--- config.mk ---
export PLATFORM = sky130hd
export DESIGN_NAME = gray_to_binary_tracker
export DESIGN_NICKNAME = d
export VERILOG_FILES = /design/src/rtl/gray_to_binary_tracker.sv
export SDC_FILE = /design/constraint.sdc
export NUM_CORES = 1
export LEC_CHECK = 0
export ABC_CLOCK_PERIOD_IN_PS = 5590
export CELL_PAD_IN_SITES_DETAIL_PLACEMENT = 1
export CELL_PAD_IN_SITES_GLOBAL_PLACEMENT = 1
export CORE_ASPECT_RATIO = 2
export CORE_MARGIN = 3
export CORE_UTILIZATION = 43
export DETAILED_ROUTE_END_ITERATION = 8
export PLACE_DENSITY = 0.91
export RECOVER_POWER = 25
export SLEW_MARGIN = 20
export SYNTH_ARGS = -nofsm -noshare
export SYNTH_HDL_FRONTEND = slang
export SYNTH_SLANG_ARGS = --single-unit
--- constraint.sdc ---
create_clock -name CLK -period 5.59 [get_ports CLK]
set_input_delay 1.118 -clock CLK [delete_from_list [all_inputs] [get_ports CLK]]
set_output_delay 1.118 -clock CLK [all_outputs]
set_load 0.005 [all_outputs]
--- src/rtl/gray_to_binary_tracker.sv ---
// gray_to_binary_tracker
// Receive side of a Gray-coded position bus. It decodes each valid Gray sample
// to binary and checks that the sample is a single legal step from the
// previous valid sample. It reports the direction of travel, flags illegal
// jumps and keeps a saturating fault count.
//
// Pipeline (latency 2, full throughput):
//   edge k   : G/GV captured into g_reg/gv_reg
//   edge k+1 : Gray decoded into bin_reg/bin_v_reg
//   edge k+2 : classified against the reference, outputs registered
module gray_to_binary_tracker #(
  parameter int W   = 4,
  parameter int ECW = 8
) (
  input  logic           CLK,
  input  logic           RST,
  input  logic [W-1:0]   G,
  input  logic           GV,
  output logic [W-1:0]   BIN,
  output logic           BV,
  output logic           STEP,
  output logic           DIR,
  output logic           ERR,
  output logic [ECW-1:0] ERRCNT,
  output logic           LOCK
);

  // INIT and FAULT both accept the next valid sample as a fresh reference.
  // They are kept as separate states so that a debugger can tell "never
  // locked" apart from "lost lock".
  typedef enum logic [1:0] {
    ST_INIT  = 2'd0,
    ST_TRACK = 2'd1,
    ST_FAULT = 2'd2
  } state_t;

  localparam logic [W-1:0]   DIFF_UP   = {{(W-1){1'b0}}, 1'b1};
  localparam logic [W-1:0]   DIFF_DOWN = {W{1'b1}};
  localparam logic [W-1:0]   DIFF_HOLD = {W{1'b0}};
  localparam logic [ECW-1:0] CNT_MAX   = {ECW{1'b1}};
  localparam logic [ECW-1:0] CNT_ONE   = {{(ECW-1){1'b0}}, 1'b1};

  // Stage 0: raw capture of the bus.
  logic [W-1:0] g_reg;
  logic         gv_reg;

  // Stage 1: decoded binary sample.
  logic [W-1:0] bin_dec;
  logic [W-1:0] bin_reg;
  logic         bin_v_reg;

  // Stage 2: classification state.
  state_t       state_reg;
  logic [W-1:0] ref_reg;

  // Classification of the stage-1 sample against the reference.
  logic [W-1:0] diff;
  logic         is_up;
  logic         is_down;
  logic         is_hold;

  // Capture the Gray input and its valid. Reset drops any sample in flight.
  always_ff @(posedge CLK or posedge RST) begin
    if (RST) begin
      g_reg  <= '0;
      gv_reg <= 1'b0;
    end else begin
      g_reg  <= G;
      gv_reg <= GV;
    end
  end

  // Each binary bit is the parity of all Gray bits from itself up to the MSB.
  // Writing it as a parity over a slice avoids a self-referencing bit chain
  // in bin_dec.
  generate
    for (genvar gi = 0; gi < W; gi++) begin : g_decode
      assign bin_dec[gi] = ^g_reg[W-1:gi];
    end
  endgenerate

  // Register the decoded binary sample and its valid.
  always_ff @(posedge CLK or posedge RST) begin
    if (RST) begin
      bin_reg   <= '0;
      bin_v_reg <= 1'b0;
    end else begin
      bin_reg   <= bin_dec;
      bin_v_reg <= gv_reg;
    end
  end

  // The modular difference decides the step: +1 is up, -1 (all ones) is down,
  // 0 is a hold, and anything else is an illegal jump. Two Gray codes that
  // differ in only one bit can still be far apart in the sequence, which is
  // why the check uses the binary difference and not the Gray Hamming distance.
  always_comb begin
    diff    = bin_reg - ref_reg;
    is_up   = (diff == DIFF_UP);
    is_down = (diff == DIFF_DOWN);
    is_hold = (diff == DIFF_HOLD);
  end

  // Tracking FSM with registered outputs. Flags are pulses qualified by BV.
  // DIR and BIN hold their last values between pulses.
  always_ff @(posedge CLK or posedge RST) begin
    if (RST) begin
      state_reg <= ST_INIT;
      ref_reg   <= '0;
      BIN       <= '0;
      BV        <= 1'b0;
      STEP      <= 1'b0;
      DIR       <= 1'b0;
      ERR       <= 1'b0;
      ERRCNT    <= '0;
      LOCK      <= 1'b0;
    end else begin
      BV   <= bin_v_reg;
      STEP <= 1'b0;
      ERR  <= 1'b0;
      if (bin_v_reg) begin
        // Every accepted sample becomes the new reference, even a faulty one,
        // so that the following sample resynchronises to it.
        BIN     <= bin_reg;
        ref_reg <= bin_reg;
        case (state_reg)
          ST_TRACK: begin
            if (is_up) begin
              STEP <= 1'b1;
              DIR  <= 1'b1;
            end else if (is_down) begin
              STEP <= 1'b1;
              DIR  <= 1'b0;
            end else if (!is_hold) begin
              ERR       <= 1'b1;
              LOCK      <= 1'b0;
              state_reg <= ST_FAULT;
              if (ERRCNT != CNT_MAX) begin
                ERRCNT <= ERRCNT + CNT_ONE;
              end
            end
          end
          default: begin
            // INIT or FAULT: take the sample as the reference without
            // classifying it.
            LOCK      <= 1'b1;
            state_reg <= ST_TRACK;
          end
        endcase
      end
    end
  end

endmodule
Word-level counts from Yosys, hierarchy flattened
Cells that the tools add are included.
- register bits: 29
- latch bits: 0
- RAM bits: 0
- bits in read-only memories: 0
- input port bits: 7
- output and inout port bits: 17
- word-level logic and storage cells: 51
- memories: 0
- $add $sub $neg: 2
- multipliers: 0
- div/mod/pow operators: 0
- order comparisons: 0
- eq/ne operators: 7
- shift operators: 0
- multiplexer cells: 19
- bitwise logic cells: 3
- reductions and logical operators: 8
- operators by type and width (operator ; count):
    $mux 1 ; 15
    $add 8x1->8 const B ; 1
    $mux 2 ; 4
    $ne 8x8->1 const B ; 1
    $ne 2x2->1 const B ; 3
    $reduce_and 6->1 ; 1
    $eq 4x1->1 const B ; 1
    $eq 4x4->1 const B ; 1
    $logic_not 4->1 ; 1
    $reduce_and 4->1 ; 1
    $reduce_xor 4->1 ; 1
    $sub 4x4->4 ; 1
    $not 1->1 ; 3
    $reduce_and 3->1 ; 1
    $reduce_xor 3->1 ; 1
    $eq 2x1->1 const B ; 1
    $reduce_bool 2->1 ; 1
    $reduce_xor 2->1 ; 1

Longest topological paths before layout
- word-level depth: 7
- gate-level depth with buffers: 9
- depth with buffers taken out: 8

Worst setup path after synthesis
No wires, ideal clock.
- path type: reg-to-reg
- start: reg ref_reg[0]
- end: reg ERRCNT[1]
- library setup time: 0.125 ns
- arrival time: 2.086 ns
- data required time: 5.465 ns
- slack: 3.379 ns
- stages on the path, launching flop included: 9
- clock period less this slack: 2.211 ns
- cells stage by stage: dfrtp_1 > ha_1 > fa_1 > xor2_1 > or3_1 > clkbuf_1 > nand2_1 > mux2i_1 > mux2_4
- word-level cells in the longest chain between the ends: 4
- RTL lines (what ; RTL line ; source):
    from (decl) ; 54 ; logic [W-1:0] ref_reg;
    from (signal assigned) ; 125 ; ref_reg <= bin_reg;
    $sub 4x4->4 * ; 98 ; diff = bin_reg - ref_reg;
    $eq 4x4->1 (tied with other cells) ; 100 ; is_down = (diff == DIFF_DOWN);
    $not 1->1 (no line) ; -- ;
    $reduce_and 6->1 (no line) * ; -- ;
    to (signal assigned) ; 139 ; ERRCNT <= ERRCNT + CNT_ONE;
    to (decl) ; 24 ; output logic [ECW-1:0] ERRCNT,
Mark *: on every way between the ends. The rest lies on a longest branch, timed or not.
A chain may end at the register's enable or synchronous reset.

Worst setup path after layout
- start: reg ERRCNT[2]
- end: out ERRCNT[2]
No word-level cell between the ends.

==> results.cfg <==
[run_status]
status = completed

[placement]
port_buffers = 23
placed_cell_area_um2 = 1570
gp_congestion = 0.7622
dp_hpwl_mm = 2.189

[power_and_ir_drop]
power.density_nw_per_um2 = 423.3
ir_drop_mv = 0.2500
power.leakage_uw = 0.0007285

[cts]
cts_made_buffers = 3
cts_buffer_depth = 2
postCtsHoldBufs = 0
clk_pin_slew_ns = 0.10
ctsResizeCount = 0
post-cts-setup-buffers = 0
cts_tree = built
cts_root_buffer = clkbuf_8
clkSinkCount = 28
insertion_delay_ns = 0.28
htreeDepth = 1

[global_route]
track_usage_pct = 18.14
grt_pass1_wl_mm = 5.071
grt_max_degree = 29
grt_pass1_vias = 1089
antenna_found_initial = 0
gr-total-overflow = 0

[layout]
drive_above_1_share_pct = 6.522
top_register = ERRCNT
largest_reg_flops = 8
stdcell_area_um2 = 1642
antennaDiodeCount = 0
nNetsFinal = 151
area_growth_pct = 24.36

[yosys]
synth-edff-count = 0
yosysUniqueCellTypes = 30
synth_compound_area_share_pct = 5.592
syn-cell-area_um2 = 1320
synth-xor-area-share_pct = 7.962
async_reset_ff_share_pct = 100.0
ys_seq_area_share_pct = 53.08
synth_nets = 126
synth_top_family_by_area = simple AND/OR/NAND/NOR gates
synth_fa_ha_area_share_pct = 5.308
synth_cells = 114
syn_avg_cell_area_um2 = 11.58
muxShareOfSynthArea_pct = 8.246
ys_ff_latch = 28
yosys.area_share.simple_pct = 16.30
ys.flop_type = dfrtp_1
ys_warn_count = 0

[die]
coreArea_um2 = 2838
fp-row-count = 27
die_w_um = 45.18
dieHeight_um = 84.36
io_pins = 24
die_area_um2 = 3811
initial_utilization_pct = 46.52

[worst_setup_path]
path_cells = clkdlybuf4s50_1
cpMaxStageDelayCell = clkdlybuf4s50_1
slowest_delay_ns = 0.56
crit_type = flip-flop to output port
endpoint_kind = output port
required_ns = 4.47
arrival_ns = 1.33
crit_fanout = 6
crit_family = buffers and inverters
crit_path_start_kind = flip-flop
worst-path-buf-inv = 1

[timing]
finalSetupViolCount = 0
worstMarginPinSlew_ns = 1.070
hold_viol = 0
timing.hold.ws_ns = 0.3684
fin_crit_ns = 2.451
maxSlewHeadroom_pct = 28.60
slew_violations = 0
fmax_ghz = 0.4080
rsz0062_at_grt = no
fin_skew_ns = 0.003047
fin_crit_sh_pct = 43.84
finalSetupTns_ns = 0

[detailed_routing]
totalWireLength_mm = 2.883
drt_iter0_markers = 15
num_vias = 937
viasPerCell = 5.611
detail-route-antenna-nets = 0
drc = 0
wl_per_cell_um = 17.26
dr.pass1.iters = 4

[run]
maxCapViolations = 0

[min_path]
hold_class = flip-flop to flip-flop
logic make-up (layout without fill, tap and decap cells):
family                   Yosys count  in the layout
adder cells (fa/ha/maj)            5              5
AND/OR/NAND/NOR                   36             36
buffers and inverters             11             35
multiplexers                      10             10
AO/OA/AOI/OAI                     12             12
XOR/XNOR                          12             12
flip-flops                        28             28
report_power, final:
part           internal, uW  switching [uW]
clock network          96.0            64.5
registers               242            39.5
logic                   130             123
total                   468             227
per-layer routing:
layer  wire length [um]  track usage, %  vias to the layer above  share of wire, %
met3                 48           1.717                        9               1.7
li1                   -               -                      433                 -
met2               1730           32.56                       17                60
met1               1004           18.67                      478                35
met5                  0               0                        -                 0
met4                 99           10.93                        0               3.4
final cells by class:
type	count	area (um2)
fill	312	1196
sequential	28	700.7
multi-input combinational	75	573.1
timing repair buffer	23	230.2
clock buffer	3	41.29
tap	29	36.28
clock inverter	1	30.03
inverter	8	30.03
cells in the final DEF (no fill, tap or decap):
| cell type | count |
|---|---|
| and3b_1 | 1 |
| o21a_1 | 1 |
| mux2_1 | 3 |
| dfrtp_1 | 28 |
| nand3b_1 | 6 |
| a31oi_1 | 1 |
| inv_1 | 8 |
| nand2_8 | 1 |
| or3_4 | 1 |
| nor2_1 | 3 |
| a21o_1 | 1 |
| o21ai_0 | 2 |
| xor2_1 | 9 |
| nor3_1 | 1 |
| xnor2_1 | 3 |
| mux2_4 | 1 |
| dlygate4sd3_1 | 6 |
| o21ai_2 | 1 |
| fa_1 | 1 |
| clkbuf_8 | 3 |
| and3b_4 | 1 |
| mux2i_1 | 6 |
| ha_1 | 4 |
| o31a_1 | 1 |
| a21oi_1 | 3 |
| bufinv_16 | 1 |
| o21ai_1 | 2 |
| nand3_1 | 13 |
| clkdlybuf4s50_1 | 17 |
| nand2_1 | 8 |
| or3_1 | 1 |
synthesized netlist by cell type (3+ instances only):
master,count,area share [%]
xnor2_1,3,2.0
a21oi_1,3,1.1
ha_1,4,3.8
inv_1,8,2.3
dfrtp_1,28,53
mux2i_1,6,4.5
nand3b_1,6,3.4
xor2_1,9,6.0
nand3_1,13,4.9
nand2_1,8,2.3
nor2_1,3,0.85
mux2_1,3,2.6
final timing paths:
check | from | end | slack (ns) | depth (start not counted)
setup / recovery | ERRCNT[2]$_DFFE_PP0P_ | ERRCNT[2] | 3.14 | 1
hold / removal | gv_reg$_DFF_PP0_ | bin_v_reg$_DFF_PP0_ | 0.37 | 0
setup reg to reg | ref_reg[0]$_DFFE_PP0P_ | ERRCNT[1]$_DFFE_PP0P_ | 3.20 | 7
hold reg to reg | gv_reg$_DFF_PP0_ | bin_v_reg$_DFF_PP0_ | 0.37 | 0
max in group asynchronous | RST | state_reg[0]$_DFFE_PP0P_ | 3.39 | 2
min in group asynchronous | RST | ERRCNT[1]$_DFFE_PP0P_ | 1.56 | 2
through the flow:
step | setup slack, ns | total power, uW | util [%] | std cells
floorplan | 3.379 | 432.2 | - | 114
global placement | 3.245 | 523.0 | 55.34 | 163
detailed placement | 3.134 | 541.9 | 55.34 | 163
CTS | 3.149 | 703.4 | 57.85 | 167
global route | 3.060 | 745.5 | 57.85 | 167
finish | 3.139 | 694.9 | 57.85 | 167
Power figures use the tool's default switching activity.
